## config.mk

```make
export PLATFORM = sky130hd
export DESIGN_NAME = axis_tg_ctrl_flat
export DESIGN_NICKNAME = d
export VERILOG_FILES = /design/src/rtl/axis_tg_ctrl_if.sv /design/src/rtl/axis_tg_ctrl.sv /design/src/flat_wrapper.sv
export SDC_FILE = /design/constraint.sdc
export NUM_CORES = 1
export LEC_CHECK = 0
export BUFFER_PORTS_ARGS = -buffer_cell sky130_fd_sc_hd__buf_4
export CAP_MARGIN = 0
export CELL_PAD_IN_SITES_DETAIL_PLACEMENT = 0
export CELL_PAD_IN_SITES_GLOBAL_PLACEMENT = 1
export CORE_ASPECT_RATIO = 1.5
export CORE_MARGIN = 4
export CORE_UTILIZATION = 40
export DETAILED_ROUTE_END_ITERATION = 12
export HOLD_SLACK_MARGIN = 0.02
export PLACE_DENSITY_LB_ADDON = 0.15
export SYNTH_ARGS = -nofsm -noshare
export SYNTH_HDL_FRONTEND = slang
export SYNTH_SLANG_ARGS = --single-unit
export TNS_END_PERCENT = 50
```

## constraint.sdc

```tcl
create_clock -name clk -period 9.4 [get_ports clk]
set_input_delay 0.47 -clock clk [delete_from_list [all_inputs] [get_ports clk]]
set_output_delay 0.47 -clock clk [all_outputs]
set_load 0.05 [all_outputs]
```

## src/rtl/axis_tg_ctrl_if.sv

```systemverilog
// Generator-facing bus of the traffic-generator run controller: config broadcast,
// start pulse, and per-generator done / sent counts plus the aggregate sink count.
interface axis_tg_ctrl_if #(
  parameter int NUM_TG      = 4,
  parameter int COUNT_WIDTH = 32
);
  localparam int SUM_W = COUNT_WIDTH + $clog2(NUM_TG) + 1;

  logic [15:0]                   tg_load;
  logic [COUNT_WIDTH-1:0]        tg_num_packets;
  logic                          tg_start;
  logic [NUM_TG-1:0]             tg_done;
  logic [NUM_TG*COUNT_WIDTH-1:0] tg_sent_total;
  logic [SUM_W-1:0]              rx_total;

  modport master (output tg_load, tg_num_packets, tg_start,
                  input  tg_done, tg_sent_total, rx_total);
  modport slave  (input  tg_load, tg_num_packets, tg_start,
                  output tg_done, tg_sent_total, rx_total);
endinterface

```

## src/rtl/axis_tg_ctrl.sv

```systemverilog
// Run controller for the AXI-Stream traffic-generator harness.
// Optional run timeout is built only when TG_CTRL_TIMEOUT_EN is defined.
module axis_tg_ctrl #(
  parameter int NUM_TG        = 4,
  parameter int COUNT_WIDTH   = 32,
  parameter int TICK_WIDTH    = 256,
  parameter int SETTLE_CYCLES = 16
) (
  input  logic                   clk,
  input  logic                   rst,
  input  logic                   cmd_start,
  input  logic                   cmd_abort,
  input  logic [15:0]            cfg_load,
  input  logic [COUNT_WIDTH-1:0] cfg_num_packets,
  input  logic [COUNT_WIDTH-1:0] cfg_timeout,
  axis_tg_ctrl_if.master         tg,
  output logic [TICK_WIDTH-1:0]  ticks,
  output logic                   busy,
  output logic                   run_done,
  output logic                   timed_out,
  output logic [COUNT_WIDTH-1:0] run_cycles
);
  localparam int SUM_W = COUNT_WIDTH + $clog2(NUM_TG) + 1;
  localparam int SET_W = $clog2(SETTLE_CYCLES + 1);

  typedef enum logic [2:0] {IDLE, SETTLE, START, ACK, RUN, DRAIN} state_t;

  state_t           state, state_nx;
  logic [SET_W-1:0] settle_cnt;
  logic [SUM_W-1:0] sent_sum, sent_next;
  logic             drain_first;
  logic             accept, abort, done_hit, tmo_hit, in_run;

  assign busy        = (state != IDLE);
  assign tg.tg_start = (state == START);
  assign in_run      = (state == RUN) || (state == DRAIN);
  assign accept      = (state == IDLE) && cmd_start;
  assign abort       = (state != IDLE) && cmd_abort;
  // sent_sum lags by a cycle, so the first DRAIN cycle is never compared
  assign done_hit    = (state == DRAIN) && !drain_first && (tg.rx_total == sent_sum);

  always_comb begin
    sent_next = '0;
    for (int i = 0; i < NUM_TG; i++)
      sent_next = sent_next + SUM_W'(tg.tg_sent_total[i*COUNT_WIDTH +: COUNT_WIDTH]);
  end

  always_comb begin
    state_nx = state;
    case (state)
      IDLE:    if (cmd_start) state_nx = SETTLE;
      SETTLE:  if (settle_cnt == SET_W'(SETTLE_CYCLES - 1)) state_nx = START;
      START:   state_nx = ACK;
      ACK:     state_nx = RUN;
      RUN:     if (&tg.tg_done) state_nx = DRAIN;
      DRAIN:   state_nx = DRAIN;
      default: state_nx = IDLE;
    endcase
    if (abort || done_hit || tmo_hit) state_nx = IDLE;
  end

  always_ff @(posedge clk) begin
    if (rst) begin
      state             <= IDLE;
      settle_cnt        <= '0;
      sent_sum          <= '0;
      drain_first       <= 1'b0;
      tg.tg_load        <= '0;
      tg.tg_num_packets <= '0;
      run_done          <= 1'b0;
      run_cycles        <= '0;
      ticks             <= '0;
    end else begin
      state       <= state_nx;
      ticks       <= ticks + TICK_WIDTH'(1);
      sent_sum    <= sent_next;
      drain_first <= (state == RUN);
      run_done    <= done_hit && !abort;
      if (state == SETTLE) settle_cnt <= settle_cnt + SET_W'(1);
      if (in_run && !abort && run_cycles != '1) run_cycles <= run_cycles + COUNT_WIDTH'(1);
      if (accept) begin
        tg.tg_load        <= cfg_load;
        tg.tg_num_packets <= cfg_num_packets;
        run_cycles        <= '0;
        settle_cnt        <= '0;
      end
      // zero load makes generators stop injecting immediately
      if (abort) tg.tg_load <= '0;
    end
  end

`ifdef TG_CTRL_TIMEOUT_EN
  logic [COUNT_WIDTH-1:0] timeout_q;
  logic [COUNT_WIDTH:0]   rc_inc;

  assign rc_inc  = {1'b0, run_cycles} + {{COUNT_WIDTH{1'b0}}, 1'b1};
  assign tmo_hit = in_run && (timeout_q != '0) && (rc_inc == {1'b0, timeout_q});

  always_ff @(posedge clk) begin
    if (rst) begin
      timeout_q <= '0;
      timed_out <= 1'b0;
    end else if (accept) begin
      timeout_q <= cfg_timeout;
      timed_out <= 1'b0;
    end else if (tmo_hit && !done_hit && !abort) begin
      timed_out <= 1'b1;
    end
  end
`else
  logic unused_tmo;
  assign unused_tmo = ^cfg_timeout;
  assign tmo_hit    = 1'b0;
  assign timed_out  = 1'b0;
`endif
endmodule

```

## src/flat_wrapper.sv

```systemverilog
// flat-port wrapper written by rule: the top's interface ports become plain ports
module axis_tg_ctrl_flat 
#(
  parameter int NUM_TG        = 4,
  parameter int COUNT_WIDTH   = 32,
  parameter int TICK_WIDTH    = 256,
  parameter int SETTLE_CYCLES = 16
)
  (clk, rst, cmd_start, cmd_abort, cfg_load, cfg_num_packets, cfg_timeout, ticks, busy, run_done, timed_out, run_cycles, tg_tg_load, tg_tg_num_packets, tg_tg_start, tg_tg_done, tg_tg_sent_total, tg_rx_total);
  axis_tg_ctrl_if #(.NUM_TG(NUM_TG), .COUNT_WIDTH(COUNT_WIDTH)) tg_i ();
  input  logic clk;
  input  logic rst;
  input  logic cmd_start;
  input  logic cmd_abort;
  input  logic [15:0] cfg_load;
  input  logic [COUNT_WIDTH-1:0] cfg_num_packets;
  input  logic [COUNT_WIDTH-1:0] cfg_timeout;
  output logic [TICK_WIDTH-1:0] ticks;
  output logic busy;
  output logic run_done;
  output logic timed_out;
  output logic [COUNT_WIDTH-1:0] run_cycles;
  output wire logic [$bits(tg_i.tg_load)-1:0] tg_tg_load;
  output wire logic [$bits(tg_i.tg_num_packets)-1:0] tg_tg_num_packets;
  output wire logic [$bits(tg_i.tg_start)-1:0] tg_tg_start;
  input wire logic [$bits(tg_i.tg_done)-1:0] tg_tg_done;
  input wire logic [$bits(tg_i.tg_sent_total)-1:0] tg_tg_sent_total;
  input wire logic [$bits(tg_i.rx_total)-1:0] tg_rx_total;
  assign tg_tg_load = tg_i.tg_load;
  assign tg_tg_num_packets = tg_i.tg_num_packets;
  assign tg_tg_start = tg_i.tg_start;
  assign tg_i.tg_done = tg_tg_done;
  assign tg_i.tg_sent_total = tg_tg_sent_total;
  assign tg_i.rx_total = tg_rx_total;
  axis_tg_ctrl #(.NUM_TG(NUM_TG), .COUNT_WIDTH(COUNT_WIDTH), .TICK_WIDTH(TICK_WIDTH), .SETTLE_CYCLES(SETTLE_CYCLES)) u_core (.clk(clk), .rst(rst), .cmd_start(cmd_start), .cmd_abort(cmd_abort), .cfg_load(cfg_load), .cfg_num_packets(cfg_num_packets), .cfg_timeout(cfg_timeout), .tg(tg_i), .ticks(ticks), .busy(busy), .run_done(run_done), .timed_out(timed_out), .run_cycles(run_cycles));
endmodule
```

==> impl_metrics.json <==
{
  "ys_seq_area_frac": 0.333,
  "regToRegSetupSlack_ps": 5110,
  "syn-num-nets": 3281,
  "via_per_inst": 5.54,
  "crit_type": "in -> reg",
  "grt_pass1_wl_um": 140000,
  "cts_setup_buffers": 0,
  "clk_latency_ps": 590,
  "critPathArrivalTime_ps": 5890,
  "die_w_um": 203,
  "grt_setup_unrepaired": "no",
  "crit_chain": "buf_4, ha_1, inv_1, fa_1, nand2b_1, a21oi_1, nor2_1, o21ai_0, nand4_1, nand4b_1, a31oi_1, xor2_1, fa_1, inv_1, ha_1, a21o_1, a21o_1, or4b_1, o211ai_1, nand4b_1, a41oi_1, o21ai_0, mux2_2",
  "r2r-start": "u_core.ticks[19]",
  "synth-simple-area-share": 0.345,
  "synth.top_cell.area_share": 0.333,
  "critPathSlowestCell": "fa_1",
  "path_delay_family": "compound AO/OA/AOI/OAI gates",
  "cap_violations": 0,
  "drt_first_pass_iters": 5,
  "overflow": 0,
  "drt_first_iter_violations": 1491,
  "synthFlopType": "dfxtp_1",
  "clock_skew_ps": 25.9,
  "antenna_left": 0,
  "setup_viol": 0,
  "drive_gt1_frac": 0.202,
  "final_area_mm2": 0.0293,
  "synth_top_family_by_area": "simple AND/OR/NAND/NOR gates",
  "slew_headroom": 0.129,
  "io_buffers": 557,
  "period_needed_ps": 5430,
  "nets": 3814,
  "grt_pass1_vias": 23400,
  "cts_sinks": 380,
  "synth.mux.area_fraction": 0.00329,
  "fmax_mhz": 184,
  "slowest_delay_ps": 490,
  "endpoint_kind": "flop",
  "setup_tns_ps": 0,
  "worst_slew_pin_slew_ps": 1300,
  "ir_drop_mv": 0.130,
  "htreeDepth": 2,
  "r2r_end": "u_core.ticks[234]",
  "synth_edf_count": 0,
  "place_congestion": 0.969,
  "dieArea_mm2": 0.0610,
  "via_count": 23600,
  "outcome": "finished clean",
  "power_density_mw_per_mm2": 158,
  "avgSynthCellArea_um2": 7.80,
  "yosysWarnings": 0,
  "synth-async-reset-ratio": 0,
  "core-area_mm2": 0.0566,
  "power_leakage_nw": 11.7,
  "wl_um": 94000,
  "antenna_found_initial": 4,
  "crit_path_max_fanout": 7,
  "synth-xor-area-share": 0.131,
  "reg2regPathDepth": 8,
  "cp-start-kind": "input port",
  "synth_cells": 2928,
  "worstHoldPathCells": 3,
  "hold_path_class": "in -> reg",
  "syn2layout_area_growth_pct": 28.4,
  "grt_max_degree": 95,
  "wire_per_inst_um": 22.1,
  "start_util": 0.403,
  "synth_compound_area_frac": 0.0761,
  "n_fill_cell": 5611,
  "yosysTopAreaCell": "dfxtp_1",
  "syn_area_mm2": 0.0228,
  "cts_max_path_buffers": 3,
  "clkTransAtPathRegs_ps": 70,
  "die_height_um": 301,
  "cts_tree": "built",
  "ios": 591,
  "post-route-period-util": 0.578,
  "rows": 107,
  "final_max_slew_viol_count": 0,
  "min_to": "u_core.tg.tg_num_packets[7]",
  "ys_types": 75,
  "ys_top_cells_by_area": "dfxtp_1 (33%), xnor2_1 (7.1%), nor2_1 (6.8%)",
  "cts-root-buf": "clkbuf_16",
  "hpwl_um": 75600,
  "hold_viol": 0,
  "cts_hold_buf": 0,
  "min_from": "cfg_num_packets[7]",
  "synthAdderAreaFrac": 0.0671,
  "cp.required_ps": 9850,
  "cp_num_buf_inv": 3,
  "placed_area_mm2": 0.0278,
  "grt_use_total": 0.292,
  "synth_seq_cells": 380,
  "cts_buffers": 41,
  "cts_resized": 0,
  "drc": 0
}
==> layout make-up <==
cell class | count | area (um^2) | share of cell area
inverter | 176 | 661 | 0.0225
tap | 763 | 955 | 0.0326
clock buffer | 60 | 1290 | 0.0440
clock inverter | 15 | 193 | 0.00658
sequential | 380 | 7610 | 0.260
timing repair buffer | 581 | 4370 | 0.149
antenna | 1 | 2.50 | 0.0000854
multi-input combinational | 2281 | 14200 | 0.485
==> sequential cells by signal, indices dropped and copies added (netlist names) <==
register and count:
u_core.state 3, u_core.tg.tg_load 16, u_core.settle_cnt 5, u_core.sent_sum 34
u_core.tg.tg_num_packets 32, u_core.run_done 1, u_core.drain_first 1, u_core.ticks 256
u_core.run_cycles 32
==> kinds of logic after synthesis <==
kind of cell,count (synthesis)
flops,380
mux,7
compound gates,288
simple gates,1541
buf+inv,267
fa+ha+maj,102
other cells,1
xor+xnor,342
==> placed cells by master, fill, tap and decap left out, types with 43 or more instances in the layout <==
cell / n
nor4_1: 77
dfxtp_1: 380
xnor2_1: 184
ha_1: 68
or3_1: 45
a21oi_1: 125
clkbuf_16: 43
inv_1: 176
nand4_1: 163
and3_1: 69
buf_4: 580
nand3_1: 179
xor2_1: 158
o21ai_0: 61
nand2_1: 291
nor2_1: 413
nor3_1: 115
==> report_power, final <==
| part | switching, mW | internal, mW |
|---|---|---|
| Sequential | 0.0455 | 1.68 |
| Clock | 0.738 | 1.06 |
| Combinational | 0.626 | 0.471 |
==> cells in the mapped netlist (4+ instances only) <==
cell      instances
nor4_1           79
or4_1            13
nand3_1         179
o21bai_1          9
o21a_1            5
o31ai_1           5
o211a_1           4
nand4b_1          8
and4_1           36
mux2_2            4
nand3b_1          5
or2_2            15
nor3_1          115
nor3b_1           5
nand4_1         163
o21ai_0          61
xnor2_1         184
nor2b_1          23
nand2b_1         13
a211oi_1         11
and2_1           32
nor4b_1           5
nor2_1          413
fa_1             34
inv_1           176
xor2_1          158
a21o_1           32
dfxtp_1         380
a41oi_1           4
a21oi_1         125
a31oi_1           6
or3_1            45
and3_1           69
nand2_1         291
nor4_2           10
buf_1             8
ha_1             68
clkbuf_1         80
==> routing by layer <==
metal  track usage  vias up  routed length [um]
li1              -    11300                   -
met1         0.331    11200               35200
met2         0.521      915               46800
met3        0.0705      208                7190
met4         0.130        4                4810
met5             0        -                  21
==> worst max-delay path by stage <==
stage / cells past startpoint / slack [ps] / to / from
CTS: 20 / 4020 / u_core.sent_sum[26] / tg_tg_sent_total[3]
finish: 23 / 3970 / u_core.sent_sum[31] / tg_tg_sent_total[0]
floorplan: 23 / 4300 / u_core.sent_sum[31] / tg_tg_sent_total[0]
detailed placement: 23 / 3420 / u_core.sent_sum[31] / tg_tg_sent_total[0]
global route: 23 / 3650 / u_core.sent_sum[31] / tg_tg_sent_total[0]
global placement: 23 / 3450 / u_core.sent_sum[31] / tg_tg_sent_total[0]
==> worst min-delay path, delay by kind of cell <==
family,cells,cell delay [ps]
AO/OA/AOI/OAI,1,50
buffers and inverters,1,110
AND/OR/NAND/NOR,1,40
==> through the flow <==
stage | hold slack [ps] | power [mW] | utilization | setup WS [ps] | instances
after floorplan | 472 | 2.54 | - | 4300 | 2928
after global placement | 443 | 2.85 | 0.491 | 3450 | 4181
after detailed placement | 448 | 2.86 | 0.491 | 3420 | 4181
after CTS | 90.2 | 4.68 | 0.517 | 4020 | 4256
after global routing | 116 | 4.85 | 0.517 | 3650 | 4257
final | 128 | 4.63 | 0.517 | 3970 | 4257
Power figures use the tool's default switching activity.
